<file path="src/rtl/pe_column_ctrl_if.sv">
// Buffer read bus and result handshake between pe_column_ctrl and its neighbours.
// The master modport is the controller side.
interface pe_column_ctrl_if #(
  parameter int DATA_SIZE = 8,
  parameter int ADDR_W    = 10
);
  logic                 buf_rd;
  logic [ADDR_W-1:0]    buf_addr;
  logic [DATA_SIZE-1:0] w_data;
  logic [DATA_SIZE-1:0] map_data_0, map_data_1, map_data_2, map_data_3;
  logic [DATA_SIZE-1:0] res_0, res_1, res_2, res_3;
  logic                 res_vld;
  logic                 res_rdy;

  modport master (
    output buf_rd, buf_addr, res_0, res_1, res_2, res_3, res_vld,
    input  w_data, map_data_0, map_data_1, map_data_2, map_data_3, res_rdy
  );

  modport slave (
    input  buf_rd, buf_addr, res_0, res_1, res_2, res_3, res_vld,
    output w_data, map_data_0, map_data_1, map_data_2, map_data_3, res_rdy
  );
endinterface

</file>
<file path="src/rtl/pe_column_ctrl.sv">
// Tap sequencer, drain timer and result handshake for one 4-row PE column.
// Optional feature macro PSUM_ACC_EN: load psum_in_0..3 into din_0..3 on the first tap.
module pe_column_ctrl #(
  parameter int DATA_SIZE = 8,
  parameter int KSIZE     = 5,
  parameter int CH_W      = 4,
  parameter int PE_LAT    = 2,
  parameter int ADDR_W    = 10
) (
  input  logic                 clk_cal,
  input  logic                 rst_cal,
  input  logic                 start,
  input  logic [CH_W-1:0]      cfg_nchan,
  input  logic [DATA_SIZE-1:0] cfg_bias,
  output logic                 busy,
  output logic                 done,
  pe_column_ctrl_if.master     bus,
  input  logic [DATA_SIZE-1:0] psum_in_0, psum_in_1, psum_in_2, psum_in_3,
  output logic [DATA_SIZE-1:0] IWeight,
  output logic [DATA_SIZE-1:0] IMap_0, IMap_1, IMap_2, IMap_3,
  output logic                 IweightVld,
  output logic                 ImapVld_0, ImapVld_1, ImapVld_2, ImapVld_3,
  output logic [DATA_SIZE-1:0] din_0, din_1, din_2, din_3,
  output logic                 dinVld,
  output logic [DATA_SIZE-1:0] bias,
  input  logic [DATA_SIZE-1:0] dout_0, dout_1, dout_2, dout_3
);
  localparam int NTAP  = KSIZE * KSIZE;
  localparam int TAP_W = $clog2(NTAP + 1);
  localparam int DRN_W = $clog2(PE_LAT + 1) + 1;

  localparam logic [2:0] S_IDLE  = 3'd0;
  localparam logic [2:0] S_RUN   = 3'd1;
  localparam logic [2:0] S_DRAIN = 3'd2;
  localparam logic [2:0] S_OUT   = 3'd3;
  localparam logic [2:0] S_DONE  = 3'd4;

  if (NTAP * ((1 << CH_W) - 1) > (1 << ADDR_W)) begin : g_addr_overflow
    $error("pe_column_ctrl: KSIZE*KSIZE*(2^CH_W-1) taps do not fit in ADDR_W");
  end

  logic [2:0]                 state_q, state_d;
  logic [CH_W-1:0]            nchan_q, nchan_d, chan_q, chan_d;
  logic [TAP_W-1:0]           tap_q, tap_d;
  logic [ADDR_W-1:0]          addr_q, addr_d;
  logic [DRN_W-1:0]           drn_q, drn_d;
  logic [DATA_SIZE-1:0]       bias_q, bias_d;
  logic [3:0][DATA_SIZE-1:0]  res_q, res_d;
  logic                       vld_q, vld_d, din_vld_q, din_vld_d;
  logic                       rd, last_tap;

  // A zero-channel pass spends one RUN cycle with no reads before DONE.
  assign rd       = (state_q == S_RUN) && (nchan_q != '0);
  assign last_tap = (tap_q == TAP_W'(NTAP - 1)) && (chan_q == nchan_q - CH_W'(1));

  always_comb begin
    // NOTE: every _d defaults to its _q so no path through the case infers a latch.
    state_d   = state_q;
    nchan_d   = nchan_q;
    chan_d    = chan_q;
    tap_d     = tap_q;
    addr_d    = addr_q;
    drn_d     = drn_q;
    bias_d    = bias_q;
    res_d     = res_q;
    vld_d     = rd;
    din_vld_d = rd && (addr_q == '0);
    case (state_q)
      S_IDLE: if (start) begin
        nchan_d = cfg_nchan;
        bias_d  = cfg_bias;
        chan_d  = '0;
        tap_d   = '0;
        addr_d  = '0;
        drn_d   = '0;
        state_d = S_RUN;
      end
      S_RUN: begin
        if (nchan_q == '0) begin
          state_d = S_DONE;
        end else if (last_tap) begin
          state_d = S_DRAIN;
        end else begin
          addr_d = addr_q + ADDR_W'(1);
          if (tap_q == TAP_W'(NTAP - 1)) begin
            tap_d  = '0;
            chan_d = chan_q + CH_W'(1);
          end else begin
            tap_d = tap_q + TAP_W'(1);
          end
        end
      end
      // drn_q==0 is the cycle of the last valid tap; dout settles PE_LAT cycles later.
      S_DRAIN: begin
        if (drn_q == DRN_W'(PE_LAT)) begin
          res_d   = {dout_3, dout_2, dout_1, dout_0};
          state_d = S_OUT;
        end else begin
          drn_d = drn_q + DRN_W'(1);
        end
      end
      S_OUT:   if (bus.res_rdy) state_d = S_DONE;
      S_DONE:  state_d = S_IDLE;
      default: state_d = S_IDLE;
    endcase
  end

  always_ff @(posedge clk_cal or negedge rst_cal) begin
    if (!rst_cal) begin
      state_q   <= S_IDLE;
      nchan_q   <= '0;
      chan_q    <= '0;
      tap_q     <= '0;
      addr_q    <= '0;
      drn_q     <= '0;
      bias_q    <= '0;
      // NOTE: the result registers are reset too, since res_0..3 must read 0 out of reset.
      res_q     <= '0;
      vld_q     <= 1'b0;
      din_vld_q <= 1'b0;
    end else begin
      // NOTE: non-blocking assignments so every flop samples the pre-edge _d values.
      state_q   <= state_d;
      nchan_q   <= nchan_d;
      chan_q    <= chan_d;
      tap_q     <= tap_d;
      addr_q    <= addr_d;
      drn_q     <= drn_d;
      bias_q    <= bias_d;
      res_q     <= res_d;
      vld_q     <= vld_d;
      din_vld_q <= din_vld_d;
    end
  end

  assign busy         = (state_q != S_IDLE);
  assign done         = (state_q == S_DONE);
  assign bus.buf_rd   = rd;
  assign bus.buf_addr = addr_q;
  assign bus.res_vld  = (state_q == S_OUT);
  assign bus.res_0    = res_q[0];
  assign bus.res_1    = res_q[1];
  assign bus.res_2    = res_q[2];
  assign bus.res_3    = res_q[3];

  assign IWeight    = bus.w_data;
  assign IMap_0     = bus.map_data_0;
  assign IMap_1     = bus.map_data_1;
  assign IMap_2     = bus.map_data_2;
  assign IMap_3     = bus.map_data_3;
  assign IweightVld = vld_q;
  assign ImapVld_0  = vld_q;
  assign ImapVld_1  = vld_q;
  assign ImapVld_2  = vld_q;
  assign ImapVld_3  = vld_q;
  assign dinVld     = din_vld_q;
  assign bias       = bias_q;

`ifdef PSUM_ACC_EN
  assign din_0 = din_vld_q ? psum_in_0 : '0;
  assign din_1 = din_vld_q ? psum_in_1 : '0;
  assign din_2 = din_vld_q ? psum_in_2 : '0;
  assign din_3 = din_vld_q ? psum_in_3 : '0;
`else
  logic unused_psum;
  assign unused_psum = ^{psum_in_0, psum_in_1, psum_in_2, psum_in_3};
  assign din_0 = '0;
  assign din_1 = '0;
  assign din_2 = '0;
  assign din_3 = '0;
`endif
endmodule

</file>
<file path="src/flat_wrapper.sv">
// flat-port wrapper written by rule: the top's interface ports become plain ports
module pe_column_ctrl_flat 
#(
  parameter int DATA_SIZE = 8,
  parameter int KSIZE     = 5,
  parameter int CH_W      = 4,
  parameter int PE_LAT    = 2,
  parameter int ADDR_W    = 10
)
  (clk_cal, rst_cal, start, cfg_nchan, cfg_bias, busy, done, psum_in_0, psum_in_1, psum_in_2, psum_in_3, IWeight, IMap_0, IMap_1, IMap_2, IMap_3, IweightVld, ImapVld_0, ImapVld_1, ImapVld_2, ImapVld_3, din_0, din_1, din_2, din_3, dinVld, bias, dout_0, dout_1, dout_2, dout_3, bus_buf_rd, bus_buf_addr, bus_res_0, bus_res_1, bus_res_2, bus_res_3, bus_res_vld, bus_w_data, bus_map_data_0, bus_map_data_1, bus_map_data_2, bus_map_data_3, bus_res_rdy);
  pe_column_ctrl_if #(.DATA_SIZE(DATA_SIZE), .ADDR_W(ADDR_W)) bus_i ();
  input  logic clk_cal;
  input  logic rst_cal;
  input  logic start;
  input  logic [CH_W-1:0] cfg_nchan;
  input  logic [DATA_SIZE-1:0] cfg_bias;
  output logic busy;
  output logic done;
  input  logic [DATA_SIZE-1:0] psum_in_0;
  input  logic [DATA_SIZE-1:0] psum_in_1;
  input  logic [DATA_SIZE-1:0] psum_in_2;
  input  logic [DATA_SIZE-1:0] psum_in_3;
  output logic [DATA_SIZE-1:0] IWeight;
  output logic [DATA_SIZE-1:0] IMap_0;
  output logic [DATA_SIZE-1:0] IMap_1;
  output logic [DATA_SIZE-1:0] IMap_2;
  output logic [DATA_SIZE-1:0] IMap_3;
  output logic IweightVld;
  output logic ImapVld_0;
  output logic ImapVld_1;
  output logic ImapVld_2;
  output logic ImapVld_3;
  output logic [DATA_SIZE-1:0] din_0;
  output logic [DATA_SIZE-1:0] din_1;
  output logic [DATA_SIZE-1:0] din_2;
  output logic [DATA_SIZE-1:0] din_3;
  output logic dinVld;
  output logic [DATA_SIZE-1:0] bias;
  input  logic [DATA_SIZE-1:0] dout_0;
  input  logic [DATA_SIZE-1:0] dout_1;
  input  logic [DATA_SIZE-1:0] dout_2;
  input  logic [DATA_SIZE-1:0] dout_3;
  output wire logic [$bits(bus_i.buf_rd)-1:0] bus_buf_rd;
  output wire logic [$bits(bus_i.buf_addr)-1:0] bus_buf_addr;
  output wire logic [$bits(bus_i.res_0)-1:0] bus_res_0;
  output wire logic [$bits(bus_i.res_1)-1:0] bus_res_1;
  output wire logic [$bits(bus_i.res_2)-1:0] bus_res_2;
  output wire logic [$bits(bus_i.res_3)-1:0] bus_res_3;
  output wire logic [$bits(bus_i.res_vld)-1:0] bus_res_vld;
  input wire logic [$bits(bus_i.w_data)-1:0] bus_w_data;
  input wire logic [$bits(bus_i.map_data_0)-1:0] bus_map_data_0;
  input wire logic [$bits(bus_i.map_data_1)-1:0] bus_map_data_1;
  input wire logic [$bits(bus_i.map_data_2)-1:0] bus_map_data_2;
  input wire logic [$bits(bus_i.map_data_3)-1:0] bus_map_data_3;
  input wire logic [$bits(bus_i.res_rdy)-1:0] bus_res_rdy;
  assign bus_buf_rd = bus_i.buf_rd;
  assign bus_buf_addr = bus_i.buf_addr;
  assign bus_res_0 = bus_i.res_0;
  assign bus_res_1 = bus_i.res_1;
  assign bus_res_2 = bus_i.res_2;
  assign bus_res_3 = bus_i.res_3;
  assign bus_res_vld = bus_i.res_vld;
  assign bus_i.w_data = bus_w_data;
  assign bus_i.map_data_0 = bus_map_data_0;
  assign bus_i.map_data_1 = bus_map_data_1;
  assign bus_i.map_data_2 = bus_map_data_2;
  assign bus_i.map_data_3 = bus_map_data_3;
  assign bus_i.res_rdy = bus_res_rdy;
  pe_column_ctrl #(.DATA_SIZE(DATA_SIZE), .KSIZE(KSIZE), .CH_W(CH_W), .PE_LAT(PE_LAT), .ADDR_W(ADDR_W)) u_core (.clk_cal(clk_cal), .rst_cal(rst_cal), .start(start), .cfg_nchan(cfg_nchan), .cfg_bias(cfg_bias), .busy(busy), .done(done), .bus(bus_i), .psum_in_0(psum_in_0), .psum_in_1(psum_in_1), .psum_in_2(psum_in_2), .psum_in_3(psum_in_3), .IWeight(IWeight), .IMap_0(IMap_0), .IMap_1(IMap_1), .IMap_2(IMap_2), .IMap_3(IMap_3), .IweightVld(IweightVld), .ImapVld_0(ImapVld_0), .ImapVld_1(ImapVld_1), .ImapVld_2(ImapVld_2), .ImapVld_3(ImapVld_3), .din_0(din_0), .din_1(din_1), .din_2(din_2), .din_3(din_3), .dinVld(dinVld), .bias(bias), .dout_0(dout_0), .dout_1(dout_1), .dout_2(dout_2), .dout_3(dout_3));
endmodule
</file>
<file path="config.mk">
export PLATFORM = sky130hd
export DESIGN_NAME = pe_column_ctrl_flat
export DESIGN_NICKNAME = d
export VERILOG_FILES = /design/src/rtl/pe_column_ctrl_if.sv /design/src/rtl/pe_column_ctrl.sv /design/src/flat_wrapper.sv
export SDC_FILE = /design/constraint.sdc
export NUM_CORES = 1
export LEC_CHECK = 0
export CELL_PAD_IN_SITES_DETAIL_PLACEMENT = 1
export CELL_PAD_IN_SITES_GLOBAL_PLACEMENT = 1
export CORE_MARGIN = 5
export CORE_UTILIZATION = 26
export CTS_CLUSTER_DIAMETER = 30
export DETAILED_ROUTE_END_ITERATION = 7
export PLACE_DENSITY_LB_ADDON = 0.08
export SYNTH_ARGS = -nofsm -noshare
export SYNTH_HDL_FRONTEND = slang
export SYNTH_SLANG_ARGS = --single-unit
</file>
<file path="constraint.sdc">
create_clock -name clk_cal -period 2.4 [get_ports clk_cal]
set_input_delay 0.36 -clock clk_cal [delete_from_list [all_inputs] [get_ports clk_cal]]
set_output_delay 0.36 -clock clk_cal [all_outputs]
set_load 0.01 [all_outputs]
</file>
; Word-level counts from Yosys, hierarchy flattened
; Index checks and enable logic that the tools add are counted.
[totals]
regBits = 71
input_bits = 120
word_cells = 72
[op_classes]
n_addsub = 5
eq_ne = 15
n_mux = 23
n_reduce_logical = 16
[ops]
columns = op, n
row1 = 10-bit two-way mux, 3
row2 = 3-bit two-way mux, 7
row3 = 5-bit two-way mux, 4
row4 = 10-bit case mux with 2 select lines, 1
row5 = 4-bit two-way mux, 4
row6 = 3-bit case mux with 4 select lines, 1
row7 = 10-bit by 1-bit adder with 10-bit output (second input constant), 1
row8 = 10-bit zero test, 1
row9 = 2-bit != test (second input constant), 5
row10 = 5-bit case mux with 2 select lines, 1
row11 = 3-bit by 2-bit equality test with 1-bit output (second input constant), 3
row12 = 4-bit case mux with 2 select lines, 1
row13 = 4-bit AND reduction, 2
row14 = 3-bit case mux with 2 select lines, 1
row15 = 5-bit by 1-bit adder with 5-bit output (second input constant), 1
row16 = 5-bit equality test (second input constant), 1
row17 = 5-bit AND reduction, 1
row18 = 4-bit by 1-bit adder with 4-bit output (second input constant), 1
row19 = 4-bit equality test, 1
row20 = 4-bit zero test, 1
row21 = 2-bit by 1-bit != test with 1-bit output (second input constant), 2
row22 = 2-bit AND reduction, 2
row23 = 2-bit nonzero test, 2
row24 = 4-bit nonzero test, 1
row25 = other kinds (9), 11

; Longest topological paths before layout
; Gate-level depths: netlist of run 1.
[logic_depth]
word_depth = 6
mapped_depth = 9

; Least setup slack after synthesis of run 1
; No wires, ideal clock.
[synth_timing]
path_type = register to register
startpoint = register u_core.nchan_q[0]
endpoint = register u_core.chan_q[3]
setup_ns = 0.077
arrival_time_ns = 1.885
setup_slack_ns = 0.438
stages_incl_launch_ff = 9
n_path_buf = 1
cell_sequence = dfrtp_1 inv_1 ha_1 or3b_1 buf_4 nor2_1 or4_4 or3_1 a21oi_1
[synth_via]
elab_chain_cells = 5
[synth_lines]
columns = element, line_no
row1 = from (decl), pe_column_ctrl.sv:43  ; logic [CH_W-1:0] nchan_q, nchan_d, chan_q, chan_d;
row2 = from (signal assigned), pe_column_ctrl.sv:124  ; nchan_q <= nchan_d;
row3 = 4-bit by 1-bit subtractor with 4-bit output, pe_column_ctrl.sv:54  ; assign last_tap = (tap_q == TAP_W'(NTAP - 1)) && (chan_q == nchan_q - CH_W'(1));
row4 = 4-bit equality test, pe_column_ctrl.sv:54
row5 = 1-bit logical AND, pe_column_ctrl.sv:54
row6 = 2-bit != test (no source line), --
row7 = 5-bit AND reduction (no source line) (*), --
row8 = to (signal assigned), pe_column_ctrl.sv:125  ; chan_q <= chan_d;
row9 = to (decl), pe_column_ctrl.sv:43
; Mark *: on every way between the ends. The rest lies on a longest branch, timed or not.
; A chain may end at the register's enable or synchronous reset.

; Worst setup path after layout of run 1
[layout_timing]
startpoint = register u_core.nchan_q[1]
endpoint = output port bus_buf_rd
[layout_via]
elab_chain_cells = 2
[layout_lines]
columns = element, line_no
row1 = 4-bit nonzero test, pe_column_ctrl.sv:53  ; assign rd = (state_q == S_RUN) && (nchan_q != '0);
row2 = 1-bit logical AND, pe_column_ctrl.sv:53
row3 = to (decl), flat_wrapper.sv:43  ; output wire logic [$bits(bus_i.buf_rd)-1:0] bus_buf_rd;
; Every way passes these cells.

==> flow_summary.json, run 1 <==
{
  "io_buffers": 107,
  "final_cell_area_um2": 5046,
  "drc": 0,
  "setup_ws_ns": 0.1998,
  "drt_pass1_iterations": 4,
  "synth_area_leaders": "dfrtp_1 46%, buf_4 15%, mux2_2 9.6%, nand2_1 4.2%, ha_1 2.9%",
  "yosysTopAreaCellShare": 0.4584,
  "row_count": 44,
  "rsz0062_at_grt": "false",
  "top_layer_used": "met4",
  "setup_viol": 0,
  "p_total_mw": 5.040,
  "netlist_area_um2": 3876,
  "worstPathRequired_ns": 2.04,
  "maxCapViolations": 0,
  "cts_buffer_depth": 2,
  "ioPinCount": 252,
  "ys_warn_count": 0,
  "clock_sinks": 71,
  "crit_type": "reg -> out",
  "synthCells": 372,
  "synth_edf_count": 0,
  "area_delta_synth_final_pct": 30.18,
  "clk_pin_slew_ns": 0.05,
  "die-area_um2": 17450,
  "hold_viol": 0,
  "ant_nets": 0,
  "syn_avg_cell_area_um2": 10.42,
  "cts_buffers": 9,
  "rrSetupSlack_ns": 0.22,
  "fin_crit_ns": 2.200,
  "dp_cells": 619,
  "place_ws_ns": 0.2231,
  "timing.critical_path.fanout_max": 3,
  "cp-start-kind": "flop",
  "drive_gt1_frac": 0.1600,
  "diodes": 0,
  "nets": 576,
  "synth.distinct_cells": 47,
  "fillers": 1602,
  "drt_iter0_drc": 70,
  "status": "complete, no violations",
  "grt_pass1_wl_um": 16820,
  "tns_ns": 0,
  "vias_per_cell": 4.509,
  "worst_slew_pin_slew_ns": 0.5570,
  "end_kind": "primary output",
  "start_util": 0.2657,
  "max-vdd-ir-drop_mv": 0.4785,
  "netlist_top_cells_count": "79 x buf_4, 71 x dfrtp_1, 43 x nand2_1",
  "wl_per_cell_um": 16.29,
  "htreeDepth": 3,
  "min_path_type": "reg -> reg",
  "die_w_um": 132.1,
  "die_height_um": 132.1,
  "track_usage": 0.1204,
  "drt-met1-wl_um": 4366,
  "clkLatencyLatePin_ns": 0.33,
  "place_area_um2": 4770,
  "grt_pass1_vias": 3092,
  "fin_skew_ns": 0.005249,
  "slew_viol_final": 0,
  "cts_tree": "yes",
  "met2RoutedLength_um": 5074,
  "fin_cells": 634,
  "place_congestion": 0.7122,
  "worstPathArrival_ns": 1.84,
  "relSlewSlack": 0.6286,
  "cts_root_buffer": "clkbuf_16",
  "synth_top_area_cell": "dfrtp_1",
  "synthFlopType": "dfrtp_1",
  "fmax_mhz": 454.5,
  "ys_ff_latch": 71,
  "leakage_nw": 2.216,
  "dr_wl_met3_um": 746,
  "vias": 2859,
  "grt_max_degree": 37,
  "drt-total-wl_um": 10330,
  "grt_overflow": 0,
  "async_flop_share": 1.000,
  "seq_area_frac_synth": 0.4584,
  "grt_antenna_before_repair": 0,
  "dp_hpwl_um": 7681,
  "period_share": 0.9168,
  "power_density_nw_per_um2": 998.8,
  "core_um2": 14590,
  "synthMostInstantiatedCell": "buf_4"
}
cell families after synthesis:
group	after synthesis	synth area share
mux	34	0.09845
simple gates	109	0.1533
flops	71	0.4584
fa+ha+maj	9	0.02905
compound gates	44	0.07101
buf+inv	97	0.1730
other cells	1	0.0009674
xor+xnor	7	0.01582
worst max-delay path: stages, from the launching register on:
cell	delay, ns
dfrtp_1	0.37
inv_1	0.10
ha_1	0.16
or3b_4	0.40
nand2_1	0.11
inv_1	0.08
dlygate4sd2_1	0.29
timing repair:
action,CTS,global route
buffers inserted,0,0
endpoints found under the setup margin,1,0
hold buffers,1,0
hold endpoints to repair,14,0
resized for setup,2,0
final cells by class:
class,instances,area (um2),area share
flip-flops and latches,71,1777,0.3521
multi-input cells,235,1553,0.3077
repair buffers,121,1187,0.2353
clock buffers,13,260.3,0.05157
well taps,184,230.2,0.04562
inverters,9,33.78,0.006695
clock inverters,1,5.005,0.0009918
sequential cells by signal (all words and copies together), names as in the netlist, 3 cells and up:
register / count
u_core.bus.buf_addr: 10
u_core.bias: 8
u_core.bus.res_0: 8
u_core.bus.res_1: 8
u_core.bus.res_2: 8
u_core.bus.res_3: 8
u_core.tap_q: 5
u_core.chan_q: 4
u_core.nchan_q: 4
u_core.drn_q: 3
u_core.state_q: 3
layout by cell type (no fill, tap or decap), types with 3 or more instances in the layout:
cell type,synthesis,final
clkdlybuf4s50_1,0,105
dfrtp_1,71,71
nand2_1,43,43
mux2_2,33,33
conb_1,1,32
o21ai_0,13,13
a21oi_1,13,13
nand3_1,13,13
buf_4,79,13
inv_1,9,9
ha_1,9,9
clkbuf_16,0,9
nor2_1,8,8
or3_1,7,7
nand4_1,7,7
o31ai_1,6,6
xnor2_1,4,4
nor3b_1,3,3
nor4_1,3,3
nand4b_1,3,3
nor3_1,4,3
xor2_1,3,3
nand2b_1,3,3
or4_1,3,3
worst paths after layout:
kind	endpoint	cells after the start	startpoint
max in group asynchronous	u_core.drn_q[0]	3	rst_cal
min in group asynchronous	u_core.bus.res_1[5]	2	rst_cal
worst min register to register	u_core.bias[5]	2	u_core.bias[5]
worst max-delay path	bus_buf_rd	6	u_core.nchan_q[1]
worst min-delay path	u_core.bias[5]	2	u_core.bias[5]
worst max register to register	u_core.bus.buf_addr[6]	8	u_core.nchan_q[1]
metrics by stage:
step / util / hold WS, ns
2_1_floorplan: - / 0.06441
3_3_place_gp: 0.3269 / 0.3571
3_5_place_dp: 0.3269 / 0.3593
4_1_cts: 0.3459 / 0.4797
5_1_grt: 0.3459 / 0.5124
6_report: 0.3459 / 0.4741
layer usage:
layer | vias to the layer above | global-route usage
met2 | 97 | 0.2004
met5 | - | 0
li1 | 1329 | -
met3 | 20 | 0.05153
met1 | 1413 | 0.1419
met4 | 0 | 0.03314
where the power goes:
part	internal, mW	leakage (nW)	switching [mW]
Clock	0.743	0.132	0.482
Sequential	1.50	0.887	0.222
Combinational	1.05	1.20	1.04
Note: power is estimated with default switching activity, not from simulation.
==> run 2: changes to the inputs <==
- CAP_MARGIN: not set -> 10
- CELL_PAD_IN_SITES_DETAIL_PLACEMENT: 1 -> not set
- CELL_PAD_IN_SITES_GLOBAL_PLACEMENT: 1 -> not set
- CORE_UTILIZATION: 26 -> 30
==> run 2 against run 1 <==
Net effect:
- fmax decreased by 0.58%
- critical endpoint is now busy
- largest power group unchanged
- die area decreased by 12%
- flip-flop and latch count unchanged
- critical path type unchanged
==> flow_summary.json, run 2 (synthesized netlist as in run 1, its figures left out) <==
{
  "fmax_mhz": 451.9,
  "slew_viol_final": 0,
  "period_share": 0.9221,
  "dp_cells": 607,
  "wl_per_cell_um": 15.00,
  "clk_pin_slew_ns": 0.06,
  "setup_viol": 0,
  "worst-r2r-cell-count": 8,
  "vias": 2779,
  "core_um2": 12620,
  "power_density_nw_per_um2": 1002,
  "fin_crit_ns": 2.213,
  "worst_slew_pin_slew_ns": 0.5618,
  "timing.critical_path.fanout_max": 9,
  "io_buffers": 107,
  "vias_per_cell": 4.454,
  "grt_overflow": 0,
  "p_sw_mw": 1.751,
  "grt_pass1_wl_um": 14590,
  "crit_chain": "buf_4 > or3_1 > clkdlybuf4s50_1",
  "leakage_nw": 2.221,
  "ff_latch_area_um2": 1777,
  "multi_input_area_um2": 1550,
  "cp-start-kind": "flop",
  "largest_reg_flops": 10,
  "end_kind": "primary output",
  "drt_iter0_drc": 113,
  "die_w_um": 123.7,
  "relSlewSlack": 0.6255,
  "p_seq_frac": 0.342,
  "clock_sinks": 71,
  "tns_ns": 0,
  "final_cell_mix": "105 x clkdlybuf4s50_1, 71 x dfrtp_1, 43 x nand2_1",
  "dp_hpwl_um": 6965,
  "cts_tree": "yes",
  "maxCapViolations": 0,
  "worstPathArrival_ns": 1.85,
  "place_ws_ns": 0.2013,
  "die_height_um": 123.7,
  "ant_nets": 0,
  "r2r-start": "u_core.nchan_q[0]",
  "drt_pass1_iterations": 4,
  "rsz0062_at_grt": "false",
  "worstPathRequired_ns": 2.04,
  "final_common_cell": "clkdlybuf4s50_1",
  "p_int_mw": 3.303,
  "grt_pass1_vias": 2828,
  "die-area_um2": 15290,
  "fillers": 1225,
  "r2r_end": "u_core.tap_q[3]",
  "switching_share": 0.3465,
  "drc": 0,
  "comb_power_share": 0.406,
  "rrSetupSlack_ns": 0.23,
  "whs_path_depth": 2,
  "nets": 576,
  "place_congestion": 0.7447,
  "start_util": 0.3072,
  "ioPinCount": 252,
  "status": "complete, no violations",
  "clockPowerShare": 0.252,
  "hold_viol": 0,
  "min_path_type": "reg -> reg",
  "drt-total-wl_um": 9360,
  "post_cts_buffers": 0,
  "hp-start": "u_core.bias[1]",
  "cts_root_buffer": "clkbuf_16",
  "hold_path_end": "u_core.bias[1]",
  "clkLatencyLatePin_ns": 0.33,
  "diodes": 0,
  "drive_gt1_frac": 0.1637,
  "htreeDepth": 3,
  "grt_antenna_before_repair": 0,
  "max-vdd-ir-drop_mv": 0.4429,
  "fin_cells": 624,
  "cts_buffer_depth": 2,
  "track_usage": 0.1238,
  "cts_buffers": 9,
  "fin_skew_ns": 0.005788,
  "grt_max_degree": 53,
  "crit_type": "reg -> out",
  "row_count": 41,
  "critical-path-max-stage-delay_ns": 0.51,
  "setup_ws_ns": 0.1869,
  "area_delta_synth_final_pct": 30.18,
  "critPathSlowestCell": "clkdlybuf4s50_1"
}
-- run 2: area by class of cell --
type / instances / share of cell area
clock buffer: 12 / 0.05083
multi-input combinational: 235 / 0.3072
tap: 172 / 0.04265
timing repair buffer: 121 / 0.2348
sequential: 71 / 0.3521
clock inverter: 4 / 0.005703
inverter: 9 / 0.006695
-- run 2: critical path, delay by kind of cell (launching register included) --
family | cells | cell delay, ns
flops | 1 | 0.44
simple gates | 1 | 0.38
buf+inv | 2 | 0.71
-- run 2: per-stage QoR --
stage / hold slack, ns / instance area [um2] / util / power (mW)
after detailed placement: 0.3506 / 4752 / 0.3766 / 3.842
final: 0.4725 / 5046 / 0.3999 / 5.054
after CTS: 0.4756 / 5046 / 0.3999 / 5.152
after global placement: 0.3562 / 4752 / 0.3766 / 3.825
after global routing: 0.5101 / 5046 / 0.3999 / 5.425
after floorplan: 0.06441 / 3993 / - / 2.916
-- run 2: power by group through the flow --
stage / Clock [mW] / Sequential [mW] / Combinational (mW)
2_1_floorplan: 0 / 1.82 / 1.09
3_3_place_gp: 0 / 1.74 / 2.08
3_5_place_dp: 0 / 1.75 / 2.09
4_1_cts: 1.32 / 1.73 / 2.09
5_1_grt: 1.37 / 1.78 / 2.27
6_report: 1.28 / 1.73 / 2.05
-- run 2: worst max path at each step --
| stage | start | end | slack (ns) | depth (start not counted) |
|---|---|---|---|---|
| 3_3_place_gp | u_core.nchan_q[0] | u_core.tap_q[3] | 0.22 | 8 |
| 2_1_floorplan | u_core.nchan_q[0] | u_core.chan_q[3] | 0.44 | 8 |
| 4_1_cts | u_core.state_q[1] | busy | 0.15 | 3 |
| 3_5_place_dp | u_core.nchan_q[0] | u_core.tap_q[3] | 0.20 | 8 |
| 5_1_grt | u_core.nchan_q[0] | bus_buf_rd | 0.07 | 6 |
| 6_report | u_core.state_q[1] | busy | 0.19 | 3 |
-- run 2: layer usage --
metal,track usage,up-vias,part of all wire
li1,-,1326,-
met1,0.1520,1318,0.43
met5,0,-,0
met3,0.05767,23,0.11
met2,0.1855,112,0.45
met4,0.05467,0,0.018
-- run 2: what timing repair did --
action / CTS / global route
hold endpoints to repair: 19 / 0
resized for setup: 1 / 0
setup endpoints to repair: 1 / 0
hold buffers: 1 / 0
